### src/rtl/bin_pack16_if.sv
// Pixel-in / word-out stream bundle for bin_pack16.
// The slave modport is the packer side and the master modport is the source/sink side.
interface bin_pack16_if;
  logic        din;
  logic        din_vld;
  logic        din_sop;
  logic        din_eop;
  logic [15:0] dout;
  logic        dout_vld;
  logic        dout_sop;
  logic        dout_eop;
  logic        frame_err;

  modport master (
    output din, din_vld, din_sop, din_eop,
    input  dout, dout_vld, dout_sop, dout_eop, frame_err
  );

  modport slave (
    input  din, din_vld, din_sop, din_eop,
    output dout, dout_vld, dout_sop, dout_eop, frame_err
  );
endinterface

### src/rtl/bin_pack16.sv
// Packs a framed 1-bit pixel stream into 16-bit words, MSB first.
// Optional frame-length checker enabled by defining BIN_PACK_FRAME_CHECK_EN.
module bin_pack16 #(
  parameter int IMG_W = 640,
  parameter int IMG_H = 480
) (
  input  logic        clk,
  input  logic        rst_n,
  bin_pack16_if.slave bus
);

  typedef enum logic {IDLE, PACK} state_t;

  state_t      state;
  logic [3:0]  bit_cnt;
  logic [15:0] shreg;
  logic [15:0] word_nxt;
  logic [15:0] sop_word;
  logic        first_word;

  // Pixel k of a word lands at bit 15-k; ~bit_cnt is that index.
  always_comb begin
    word_nxt            = shreg;
    word_nxt[~bit_cnt]  = bus.din;
    sop_word            = {bus.din, 15'h0000};
  end

  always_ff @(posedge clk or negedge rst_n) begin
    if (!rst_n) begin
      state        <= IDLE;
      bit_cnt      <= 4'd0;
      shreg        <= 16'h0000;
      first_word   <= 1'b0;
      bus.dout     <= 16'h0000;
      bus.dout_vld <= 1'b0;
      bus.dout_sop <= 1'b0;
      bus.dout_eop <= 1'b0;
    end else begin
      bus.dout_vld <= 1'b0;
      bus.dout_sop <= 1'b0;
      bus.dout_eop <= 1'b0;
      if (bus.din_vld) begin
        if (bus.din_sop) begin
          // sop always restarts packing, discarding any partial word
          if (bus.din_eop) begin
            bus.dout     <= sop_word;
            bus.dout_vld <= 1'b1;
            bus.dout_sop <= 1'b1;
            bus.dout_eop <= 1'b1;
            state        <= IDLE;
            bit_cnt      <= 4'd0;
            shreg        <= 16'h0000;
            first_word   <= 1'b0;
          end else begin
            state        <= PACK;
            bit_cnt      <= 4'd1;
            shreg        <= sop_word;
            first_word   <= 1'b1;
          end
        end else if (state == PACK) begin
          if (bit_cnt == 4'd15 || bus.din_eop) begin
            bus.dout     <= word_nxt;
            bus.dout_vld <= 1'b1;
            bus.dout_sop <= first_word;
            bus.dout_eop <= bus.din_eop;
            first_word   <= 1'b0;
            shreg        <= 16'h0000;
            bit_cnt      <= 4'd0;
          end else begin
            shreg        <= word_nxt;
            bit_cnt      <= bit_cnt + 4'd1;
          end
          if (bus.din_eop) begin
            state <= IDLE;
          end
        end
      end
    end
  end

`ifdef BIN_PACK_FRAME_CHECK_EN
  localparam logic [18:0] FRAME_PIX = 19'(IMG_W * IMG_H);

  logic [18:0] pix_cnt;
  logic [18:0] pix_cnt_nxt;
  logic        err_q;
  logic        in_frame_beat;

  always_comb begin
    in_frame_beat = bus.din_vld & (bus.din_sop | (state == PACK));
    if (bus.din_sop) begin
      pix_cnt_nxt = 19'd1;
    end else if (pix_cnt == 19'h7FFFF) begin
      pix_cnt_nxt = pix_cnt;
    end else begin
      pix_cnt_nxt = pix_cnt + 19'd1;
    end
  end

  always_ff @(posedge clk or negedge rst_n) begin
    if (!rst_n) begin
      pix_cnt <= 19'd0;
      err_q   <= 1'b0;
    end else begin
      err_q <= 1'b0;
      if (in_frame_beat) begin
        pix_cnt <= pix_cnt_nxt;
        if (bus.din_sop && state == PACK) begin
          err_q <= 1'b1;
        end
        if (bus.din_eop && pix_cnt_nxt != FRAME_PIX) begin
          err_q <= 1'b1;
        end
      end
    end
  end

  assign bus.frame_err = err_q;
`else
  assign bus.frame_err = 1'b0;
`endif

endmodule

### src/flat_wrapper.sv
// flat-port wrapper written by rule: the top's interface ports become plain ports
module bin_pack16_flat 
#(
  parameter int IMG_W = 640,
  parameter int IMG_H = 480
)
  (clk, rst_n, bus_din, bus_din_vld, bus_din_sop, bus_din_eop, bus_dout, bus_dout_vld, bus_dout_sop, bus_dout_eop, bus_frame_err);
  bin_pack16_if bus_i ();
  input  logic clk;
  input  logic rst_n;
  input wire logic [$bits(bus_i.din)-1:0] bus_din;
  input wire logic [$bits(bus_i.din_vld)-1:0] bus_din_vld;
  input wire logic [$bits(bus_i.din_sop)-1:0] bus_din_sop;
  input wire logic [$bits(bus_i.din_eop)-1:0] bus_din_eop;
  output wire logic [$bits(bus_i.dout)-1:0] bus_dout;
  output wire logic [$bits(bus_i.dout_vld)-1:0] bus_dout_vld;
  output wire logic [$bits(bus_i.dout_sop)-1:0] bus_dout_sop;
  output wire logic [$bits(bus_i.dout_eop)-1:0] bus_dout_eop;
  output wire logic [$bits(bus_i.frame_err)-1:0] bus_frame_err;
  assign bus_i.din = bus_din;
  assign bus_i.din_vld = bus_din_vld;
  assign bus_i.din_sop = bus_din_sop;
  assign bus_i.din_eop = bus_din_eop;
  assign bus_dout = bus_i.dout;
  assign bus_dout_vld = bus_i.dout_vld;
  assign bus_dout_sop = bus_i.dout_sop;
  assign bus_dout_eop = bus_i.dout_eop;
  assign bus_frame_err = bus_i.frame_err;
  bin_pack16 #(.IMG_W(IMG_W), .IMG_H(IMG_H)) u_core (.clk(clk), .rst_n(rst_n), .bus(bus_i));
endmodule
### config.mk
export PLATFORM = sky130hd
export DESIGN_NAME = bin_pack16_flat
export DESIGN_NICKNAME = d
export VERILOG_FILES = /design/src/rtl/bin_pack16_if.sv /design/src/rtl/bin_pack16.sv /design/src/flat_wrapper.sv
export SDC_FILE = /design/constraint.sdc
export NUM_CORES = 1
export LEC_CHECK = 0
export CAP_MARGIN = 20
export CORE_MARGIN = 5
export CORE_UTILIZATION = 43
export CTS_CLUSTER_DIAMETER = 80
export DETAILED_ROUTE_END_ITERATION = 8
export MAX_ROUTING_LAYER = met4
export SLEW_MARGIN = 20
export SYNTH_ARGS = -nofsm -noshare
export SYNTH_HDL_FRONTEND = slang
export SYNTH_SLANG_ARGS = --single-unit
### constraint.sdc
create_clock -name clk -period 2.45 [get_ports clk]
set_clock_uncertainty 0.05 [all_clocks]
set_input_delay 0.49 -clock clk [delete_from_list [all_inputs] [get_ports clk]]
set_output_delay 0.49 -clock clk [all_outputs]
set_load 0.01 [all_outputs]
* Word-level counts from Yosys, hierarchy flattened
Cells that the tools add are included.
Cells by class: multiplexer cells 34, order comparisons 2, bitwise gates (word level) 1, $add $sub $neg 1, reductions and logical operators 7, eq/ne operators 2
Operator list (count):
- two-way mux 16 bit | 8
- two-way mux 1 bit | 21
- bitwise mux 16 bit | 1
- two-way mux 4 bit | 3
- < comparator 4 x 5 -> 1 bit (second input constant) | 1
- adder 4 x 1 -> 4 bit (second input constant) | 1
- demux 1 bit (select 4 bit) | 1
- == test 4 bit (second input constant) | 1
- >= comparator 4 x 1 -> 1 bit (second input constant) | 1
- inverter 4 bit | 1
- AND reduction 4 bit | 1
- nonzero test 2 bit | 2
- AND reduction 3 bit | 1
- inequality test 2 x 1 -> 1 bit (second input constant) | 1
- AND reduction 2 bit | 1
- logical AND 1 bit | 1
- logical OR 1 bit | 1
Word-level totals: logic and storage cells 55, bits of input ports 6, register bits 41, output and inout port bits 20

* Longest topological paths before layout
Gate-level depths: netlist of the first run.
depth in word-level cells 9, gate-level depth with buffers 6

* Worst setup path before layout of the first run
Ideal clock, no wire load.
path kind reg2reg, start point register u_core.bit_cnt[0], end point register u_core.bus.dout[15], stages on the path, launching flop included 5, arrival time 1570 ps, path buffers 0, library setup time 125 ps, data required time 2275 ps, clock period less this slack 1744 ps, slack 706 ps, cell sequence dfrtp_1 -> ha_1 -> a311o_1 -> nand3_2 -> mux2_2
Between the ends: cells in the longest elaborated chain, start to end 9
Ends and longest elaborated chain:
- from (decl) | RTL line bin_pack16.sv:15 | logic [3:0] bit_cnt;
- from (signal assigned) | RTL line bin_pack16.sv:71 | bit_cnt <= bit_cnt + 4'd1;
- inverter 4 bit | RTL line bin_pack16.sv:24 | word_nxt[~bit_cnt] = bus.din;
- < comparator 4 x 5 -> 1 bit (not written as such) / >= comparator 4 x 1 -> 1 bit (equally long branches) | RTL line bin_pack16.sv:24
- logical AND 1 bit (not written as such) | RTL line bin_pack16.sv:24
- two-way mux 1 bit (not written as such) | RTL line bin_pack16.sv:24
- demux 1 bit (select 4 bit)
- bitwise mux 16 bit | RTL line bin_pack16.sv:24
- two-way mux 16 bit | RTL line bin_pack16.sv:61 | if (bit_cnt == 4'd15 || bus.din_eop) begin
- two-way mux 16 bit | RTL line bin_pack16.sv:60 | end else if (state == PACK) begin
- two-way mux 16 bit | RTL line bin_pack16.sv:43 | if (bus.din_sop) begin
- to (signal assigned) | RTL line bin_pack16.sv:46 | bus.dout <= sop_word;
- to (signal assigned) | RTL line bin_pack16.sv:62 | bus.dout <= word_nxt;
- to (decl) | RTL line bin_pack16_if.sv:21 | output dout, dout_vld, dout_sop, dout_eop, frame_err
Several ways; a longest one is shown, not always the timed one. The select of a mux whose other input is x is not followed. A chain may end at the register's enable or synchronous reset.

* Final worst setup path of the first run
start point register u_core.bit_cnt[0], end point register u_core.bus.dout[2]
Same word-level chain as after synthesis.

==> impl_metrics.prom, run 1 <==
# TYPE chip_impl_metric gauge
chip_impl_info{name="status",value="finished clean"} 1
chip_impl_metric{name="gpl.final_weighted_congestion",unit=""} 0.7941
chip_impl_metric{name="grt_max_degree",unit=""} 42
chip_impl_metric{name="maxCapViolations",unit=""} 0
chip_impl_metric{name="route.detailed.wl_per_inst",unit="µm"} 16.82
chip_impl_metric{name="antenna_cells",unit=""} 0
chip_impl_metric{name="chipWidth",unit="µm"} 78.79
chip_impl_metric{name="wirelength_met1",unit="µm"} 2115
chip_impl_metric{name="met2RoutedLength",unit="µm"} 1971
chip_impl_metric{name="cts_buffers",unit=""} 5
chip_impl_metric{name="asr_flop_ratio_synth",unit="%"} 100.0
chip_impl_metric{name="post-route-period-util",unit="%"} 77.62
chip_impl_metric{name="routed_via_density",unit=""} 5.477
chip_impl_metric{name="numPortBuffers",unit=""} 24
chip_impl_metric{name="detail_route.drc_violations",unit=""} 0
chip_impl_metric{name="number_of_synthesized_flops_with_an_enable_pin",unit=""} 0
chip_impl_metric{name="yosysSeqAreaShare",unit="%"} 50.43
chip_impl_metric{name="share_of_yosys_cell_area_claimed_by_the_top_area_cell_type",unit="%"} 50.43
chip_impl_info{name="crit_start",value="u_core.bit_cnt[0]"} 1
chip_impl_info{name="r2r-end",value="u_core.bus.dout[2]"} 1
chip_impl_metric{name="globalRouteTotalUtil",unit="%"} 16.16
chip_impl_metric{name="total_of_fill_cells_in_the_finished_design",unit=""} 429
chip_impl_metric{name="worstMarginPinSlew",unit="ps"} 914.1
chip_impl_metric{name="clk_latency",unit="ps"} 290
chip_impl_metric{name="synth_seq_cells",unit=""} 41
chip_impl_info{name="top_signal_layer_used",value="met4"} 1
chip_impl_metric{name="final_core_utilization",unit="%"} 51.41
chip_impl_info{name="rsz_0062_raised_after_global_routing",value="false"} 1
chip_impl_metric{name="num-nets-final",unit=""} 212
chip_impl_metric{name="floorplan.rows",unit=""} 25
chip_impl_info{name="yosys-top-cells-area",value="dfrtp_1 50%, mux2i_1 7.9%, o2bb2ai_2 7.4%, nand2_1 3.1%, nand3b_1 3.0%"} 1
chip_impl_metric{name="floorplan.initialDensity",unit="%"} 43.65
chip_impl_metric{name="place.detailed.instances",unit=""} 249
chip_impl_metric{name="timing.critical_path.required",unit="ps"} 2610
chip_impl_metric{name="final_global_route_overflow_total",unit=""} 0
chip_impl_metric{name="ant_nets",unit=""} 0
chip_impl_metric{name="ys_types",unit=""} 38
chip_impl_metric{name="cts.hold.buffers_added",unit=""} 0
chip_impl_metric{name="final-hold-violation-count",unit=""} 0
chip_impl_metric{name="yosysWarningCount",unit=""} 0
chip_impl_info{name="slowest_stage",value="dfrtp_1"} 1
chip_impl_metric{name="worst-endpoint-arrival",unit="ps"} 2060
chip_impl_metric{name="num_vias",unit=""} 1402
chip_impl_metric{name="dp.final_hpwl",unit="µm"} 2854
chip_impl_info{name="worstSetupPathType",value="flip-flop to flip-flop"} 1
chip_impl_metric{name="synth_area_per_cell",unit="µm²"} 11.56
chip_impl_info{name="ys_dominant_reg_cell",value="dfrtp_1"} 1
chip_impl_info{name="worstReg2RegStart",value="u_core.bit_cnt[0]"} 1
chip_impl_info{name="hold_path.class",value="input port to asynchronous set/reset pin"} 1
chip_impl_metric{name="sequential_cell_area",unit="µm²"} 1026
chip_impl_info{name="tritoncts",value="done"} 1
chip_impl_metric{name="worst-path-max-fanout",unit=""} 8
chip_impl_metric{name="setup_tns",unit="ps"} 0
chip_impl_metric{name="final_setup_viols",unit=""} 0
chip_impl_metric{name="grt_pass1_vias",unit=""} 1501
chip_impl_metric{name="finalNonFillerCells",unit=""} 256
chip_impl_metric{name="share_of_layout_cells_above_drive_strength_1",unit="%"} 15.35
chip_impl_metric{name="drv_slew",unit=""} 0
chip_impl_metric{name="max-clock-path-buffers",unit=""} 2
chip_impl_metric{name="area_delta_synth_final",unit="%"} 17.77
chip_impl_metric{name="dieArea",unit="µm²"} 6207
chip_impl_metric{name="power.ir.vdd_worst",unit="mV"} 0.2765
chip_impl_metric{name="num_io_pins",unit=""} 26
chip_impl_metric{name="critPathMaxStageDelay",unit="ps"} 450
chip_impl_metric{name="cts_setup_buffers",unit=""} 0
chip_impl_info{name="crit_path_end_kind",value="flip-flop"} 1
chip_impl_metric{name="postRouteWirelength",unit="µm"} 4307
chip_impl_metric{name="post_synth_inst_count",unit=""} 176
chip_impl_metric{name="combined_area_of_the_multi_input_logic_cells",unit="µm²"} 890.9
chip_impl_metric{name="clkTransAtPathRegs",unit="ps"} 80
chip_impl_metric{name="post_cts_resized",unit=""} 0
chip_impl_metric{name="clock_sinks",unit=""} 41
chip_impl_metric{name="fin_total_pwr",unit="mW"} 1.396
chip_impl_metric{name="wl_met3",unit="µm"} 173
chip_impl_metric{name="number_of_antenna_violations_at_the_first_check_in_global_routing",unit=""} 0
chip_impl_info{name="clock-root-buffer",value="clkbuf_8"} 1
chip_impl_metric{name="synth_fp_nets",unit=""} 186
chip_impl_metric{name="power-per-cell-area",unit="nW/µm²"} 582.7
chip_impl_metric{name="timing.slew.headroom",unit="%"} 39.06
chip_impl_metric{name="leakage",unit="nW"} 1.055
chip_impl_metric{name="cts.htree.levels",unit=""} 2
chip_impl_info{name="cp-start-kind",value="flip-flop"} 1
chip_impl_metric{name="syn-cell-area",unit="µm²"} 2034
chip_impl_metric{name="worst-r2r-setup-slack",unit="ps"} 550
chip_impl_info{name="final_cell_mix",value="41 x dfrtp_1, 23 x clkdlybuf4s50_1, 17 x nand2_1"} 1
chip_impl_info{name="crit_path_cell_trace",value="ha_1 -> a311oi_2 -> or3_1 -> buf_4 -> o2bb2ai_1"} 1
chip_impl_info{name="mostFrequentLayoutCell",value="dfrtp_1"} 1
chip_impl_metric{name="coreArea",unit="µm²"} 4661
chip_impl_metric{name="die_h",unit="µm"} 78.79
chip_impl_metric{name="max_clock_freq",unit="GHz"} 0.5258
chip_impl_metric{name="layout_min_cycle_time",unit="ps"} 1902
chip_impl_info{name="netlist.top_cell.by_area",value="dfrtp_1"} 1
chip_impl_metric{name="drt_iter0_markers",unit=""} 62
chip_impl_metric{name="global_route_wire_length_before_repair",unit="µm"} 7665
chip_impl_metric{name="ff2ff_path_depth",unit=""} 5
chip_impl_metric{name="drt_first_pass_iters",unit=""} 4
==> kinds of logic after synthesis <==
| kind of cell | Yosys count | share of synthesized area [%] |
|---|---|---|
| AOI/OAI and AO/OA | 48 | 20.05 |
| adders and majority gates | 4 | 2.460 |
| buffers and inverters | 20 | 5.781 |
| DFF | 41 | 50.43 |
| muxes | 17 | 8.425 |
| other | 1 | 0.1843 |
| and+or+nand+nor | 45 | 12.67 |
==> power by group <==
part,internal (mW),switching [mW],leakage (nW),total [mW]
clock,0.224,0.227,0.0443,0.450
sequential,0.705,0.0256,0.562,0.731
combinational,0.0953,0.120,0.449,0.215
total,1.02,0.372,1.05,1.40
==> routing by layer <==
layer / global-route usage, % / vias to the layer above
met5: - / -
met4: 4.895 / 0
met3: 4.649 / 6
met2: 23.51 / 23
met1: 21.92 / 691
li1: - / 682
==> layout make-up <==
type,instances,area share [%]
sequential,41,42.82
multi-input combinational,115,37.18
timing repair buffer,33,12.64
clock buffer,7,3.603
tap,54,2.820
inverter,6,0.9399
==> how the worst max path moves through the flow <==
stage	endpoint	slack [ps]	depth (start not counted)
2_1_floorplan	u_core.bus.dout[15]	710	4
3_3_place_gp	u_core.bus.dout[14]	320	5
3_5_place_dp	u_core.bus.dout[13]	260	5
4_1_cts	u_core.bus.dout[2]	540	5
5_1_grt	u_core.bus.dout[4]	410	5
6_report	u_core.bus.dout[2]	550	5
==> per-stage QoR <==
stage                     hold WS (ps)  area (µm²)  setup WS, ps
final                            274.1        2396         548.2
after CTS                        307.5        2396         538.5
after detailed placement         417.2        2310         255.3
after floorplan                  144.4        2034         705.6
after global routing             353.4        2396         407.7
after global placement           415.4        2310         321.8
==> sequential cells by signal, summed over array words and instances, names as in the netlist <==
| name | flops |
|---|---|
| u_core.first_word | 1 |
| u_core.state | 1 |
| u_core.bus.dout | 16 |
| u_core.shreg | 16 |
| u_core.bit_cnt | 4 |
| u_core.bus.dout_eop | 1 |
| u_core.bus.dout_sop | 1 |
| u_core.bus.dout_vld | 1 |
==> cell usage after synthesis (2+ instances only) <==
master,number
buf_6,2
clkbuf_1,4
dfrtp_1,41
nor3b_1,4
buf_2,6
o22ai_1,2
o2bb2ai_1,5
and2_1,2
nand2_1,17
a21oi_1,4
o2bb2ai_2,10
nand3b_1,8
o21ai_0,9
inv_1,6
ha_1,4
nand2b_1,2
mux2i_1,16
nand3_1,6
o21ai_1,9
==> worst max-delay path: cells and delay by family, from the launching register on <==
kind / cells / cell delay (ps)
AO/OA/AOI/OAI: 2 / 370
AND/OR/NAND/NOR: 1 / 380
flip-flops: 1 / 450
buffers and inverters: 1 / 180
adder cells (fa/ha/maj): 1 / 390
Note: power is estimated with default switching activity, not from simulation.
==> run 2, diff against run 1 <==
- PLACE_DENSITY: not set -> 0.67
- clock period: 2.45 -> 1.7 ns (I/O delays scaled with it)
==> run 2 against run 1 <==
Against the previous run: the flow now finishes with violations (setup timing); final area rose by 8.3%; register-to-register slack got worse by 560 ps; non-clock buffer count rose by 14; sequential power rose by 44%; count of clock-buffer cells in the layout fell by 2; critical path type unchanged; largest power group unchanged.
==> impl_metrics.prom, run 2 (synthesis gave the netlist of run 1 again) <==
# TYPE chip_impl_metric gauge
chip_impl_info{name="status",value="complete, but fails checks"} 1
chip_impl_info{name="failing_checks",value="setup timing"} 1
chip_impl_metric{name="drv_slew",unit=""} 0
chip_impl_metric{name="least_setup_slack_across_all_paths_after_layout",unit="ps"} -9.691
chip_impl_metric{name="fin_total_pwr",unit="mW"} 2.169
chip_impl_metric{name="num_io_pins",unit=""} 26
chip_impl_metric{name="number_of_antenna_violations_at_the_first_check_in_global_routing",unit=""} 0
chip_impl_metric{name="dp.final_hpwl",unit="µm"} 3146
chip_impl_info{name="reg_top3",value="u_core.bus.dout x16, u_core.shreg x16, u_core.bit_cnt x4"} 1
chip_impl_metric{name="dieArea",unit="µm²"} 6207
chip_impl_metric{name="worst-endpoint-arrival",unit="ps"} 1840
chip_impl_metric{name="routed_via_density",unit=""} 5.467
chip_impl_info{name="crit_path_cell_trace",value="ha_2 -> a311o_1 -> nand3_2 -> mux2_2"} 1
chip_impl_metric{name="timing.critical_path.required",unit="ps"} 1830
chip_impl_info{name="clock-root-buffer",value="clkbuf_8"} 1
chip_impl_metric{name="clkTransAtPathRegs",unit="ps"} 80
chip_impl_metric{name="maxCapViolations",unit=""} 0
chip_impl_metric{name="antenna_cells",unit=""} 0
chip_impl_metric{name="cts.htree.levels",unit=""} 2
chip_impl_metric{name="post-route-period-util",unit="%"} 100.6
chip_impl_info{name="cp-start-kind",value="flip-flop"} 1
chip_impl_metric{name="place.detailed.instances",unit=""} 262
chip_impl_metric{name="final-hold-violation-count",unit=""} 0
chip_impl_metric{name="final_setup_viols",unit=""} 3
chip_impl_metric{name="share_of_layout_cells_above_drive_strength_1",unit="%"} 22.69
chip_impl_metric{name="layout_min_cycle_time",unit="ps"} 1710
chip_impl_metric{name="numPortBuffers",unit=""} 24
chip_impl_metric{name="drt_iter0_markers",unit=""} 66
chip_impl_metric{name="route.detailed.wl_per_inst",unit="µm"} 16.21
chip_impl_info{name="slowest_stage",value="dfrtp_1"} 1
chip_impl_info{name="hp-start",value="u_core.shreg[10]"} 1
chip_impl_info{name="worstReg2RegStart",value="u_core.bit_cnt[0]"} 1
chip_impl_metric{name="grt_pass1_vias",unit=""} 1627
chip_impl_metric{name="pre_cts_ws",unit="ps"} -242.2
chip_impl_info{name="mostFrequentLayoutCell",value="dfrtp_1"} 1
chip_impl_metric{name="floorplan.rows",unit=""} 25
chip_impl_metric{name="num-nets-final",unit=""} 226
chip_impl_metric{name="detail_route.drc_violations",unit=""} 0
chip_impl_metric{name="cts_buffers",unit=""} 5
chip_impl_info{name="final_cell_mix",value="41 x dfrtp_1, 23 x clkdlybuf4s50_1, 18 x buf_4"} 1
chip_impl_metric{name="grt_max_degree",unit=""} 22
chip_impl_metric{name="power-per-cell-area",unit="nW/µm²"} 835.9
chip_impl_metric{name="timing.slew.headroom",unit="%"} 65.41
chip_impl_metric{name="leakage",unit="nW"} 1.167
chip_impl_metric{name="area_delta_synth_final",unit="%"} 27.55
chip_impl_metric{name="max_clock_freq",unit="GHz"} 0.5849
chip_impl_metric{name="worstMarginPinSlew",unit="ps"} 518.8
chip_impl_metric{name="final_global_route_overflow_total",unit=""} 0
chip_impl_info{name="hold_path.class",value="flip-flop to flip-flop"} 1
chip_impl_metric{name="clk_latency",unit="ps"} 290
chip_impl_metric{name="drt_first_pass_iters",unit=""} 4
chip_impl_metric{name="gpl.final_weighted_congestion",unit=""} 0.8855
chip_impl_metric{name="global_route_wire_length_before_repair",unit="µm"} 7803
chip_impl_metric{name="worst-path-max-fanout",unit=""} 7
chip_impl_metric{name="max-clock-path-buffers",unit=""} 2
chip_impl_metric{name="power.ir.vdd_worst",unit="mV"} 0.3486
chip_impl_info{name="worstSetupPathType",value="flip-flop to flip-flop"} 1
chip_impl_metric{name="coreArea",unit="µm²"} 4661
chip_impl_metric{name="total_of_fill_cells_in_the_finished_design",unit=""} 377
chip_impl_info{name="crit_path_end_kind",value="flip-flop"} 1
chip_impl_metric{name="die_h",unit="µm"} 78.79
chip_impl_info{name="crit_start",value="u_core.bit_cnt[0]"} 1
chip_impl_metric{name="worstPathBufferInverterCount",unit=""} 0
chip_impl_metric{name="num_vias",unit=""} 1476
chip_impl_metric{name="setup_tns",unit="ps"} -13.33
chip_impl_metric{name="ant_nets",unit=""} 0
chip_impl_info{name="rsz_0062_raised_after_global_routing",value="true"} 1
chip_impl_metric{name="clock_sinks",unit=""} 41
chip_impl_metric{name="chipWidth",unit="µm"} 78.79
chip_impl_metric{name="postRouteWirelength",unit="µm"} 4378
chip_impl_metric{name="finalNonFillerCells",unit=""} 270
chip_impl_info{name="top_delay_family_on_crit_path",value="flip-flops"} 1
chip_impl_metric{name="floorplan.initialDensity",unit="%"} 43.65
chip_impl_info{name="tritoncts",value="done"} 1
chip_impl_metric{name="globalRouteTotalUtil",unit="%"} 16.18
chip_impl_metric{name="critPathMaxStageDelay",unit="ps"} 420
run 2: cell types whose count changed in the layout (fill, tap and decap cells not counted), sizes merged:
cell,previous run,this run
buf,10,23
bufinv,0,1
clkbuf,7,5
clkinv,0,1
dlygate4sd3,0,1
run 2: worst reg2reg max path, cell delays in order (launching register included):
cell,delay (ps)
dfrtp_1,420
ha_2,270
a311o_1,420
nand3_2,120
mux2_2,330
run 2: routing by layer:
layer	global-route usage (%)	wire length, µm	part of all wire, %	vias to the layer above
li1	-	-	-	714
met1	20.54	2051	47	721
met2	25.89	2098	48	36
met3	3.741	176	4.0	5
met4	4.895	52	1.2	0
met5	-	0	0	-
run 2: final cells by class:
class | count | area, µm² | share of cell area [%]
sequential | 41 | 1026 | 39.54
clock buffer | 5 | 68.82 | 2.652
clock inverter | 2 | 35.03 | 1.350
tap | 54 | 67.56 | 2.604
inverter | 6 | 22.52 | 0.8679
timing repair buffer | 47 | 455.4 | 17.55
multi-input combinational | 115 | 919.6 | 35.44
run 2: per-stage QoR:
step           util [%]  area [µm²]  hold WS [ps]
6_report          55.68        2595         439.7
5_1_grt           55.68        2595         458.2
4_1_cts           55.28        2576         441.9
3_5_place_dp      52.51        2447         287.9
3_3_place_gp      52.51        2447         274.3
2_1_floorplan         -        2037        -5.591
run 2: worst paths after layout:
path / slack [ps] / endpoint / depth (start not counted)
min in group asynchronous: 500 / u_core.bus.dout_eop / 2
max reg2reg: -10 / u_core.bus.dout[15] / 4
min reg2reg: 440 / u_core.shreg[10] / 2
max: -10 / u_core.bus.dout[15] / 4
min: 440 / u_core.shreg[10] / 2
max in group asynchronous: 610 / u_core.bus.dout[13] / 3
run 2: what timing repair did:
item,CTS,global route
gates resized for setup,2,4
hold buffers,1,0
endpoints found under the setup margin,13,26
pin swaps,0,1
setup buffers,0,0
hold endpoints to repair,20,0
run 2: where the power goes:
part	internal (mW)	switching (mW)	total [mW]
clock network	0.427	0.326	0.753
logic	0.180	0.184	0.364
registers	1.02	0.0362	1.05
total	1.62	0.546	2.17
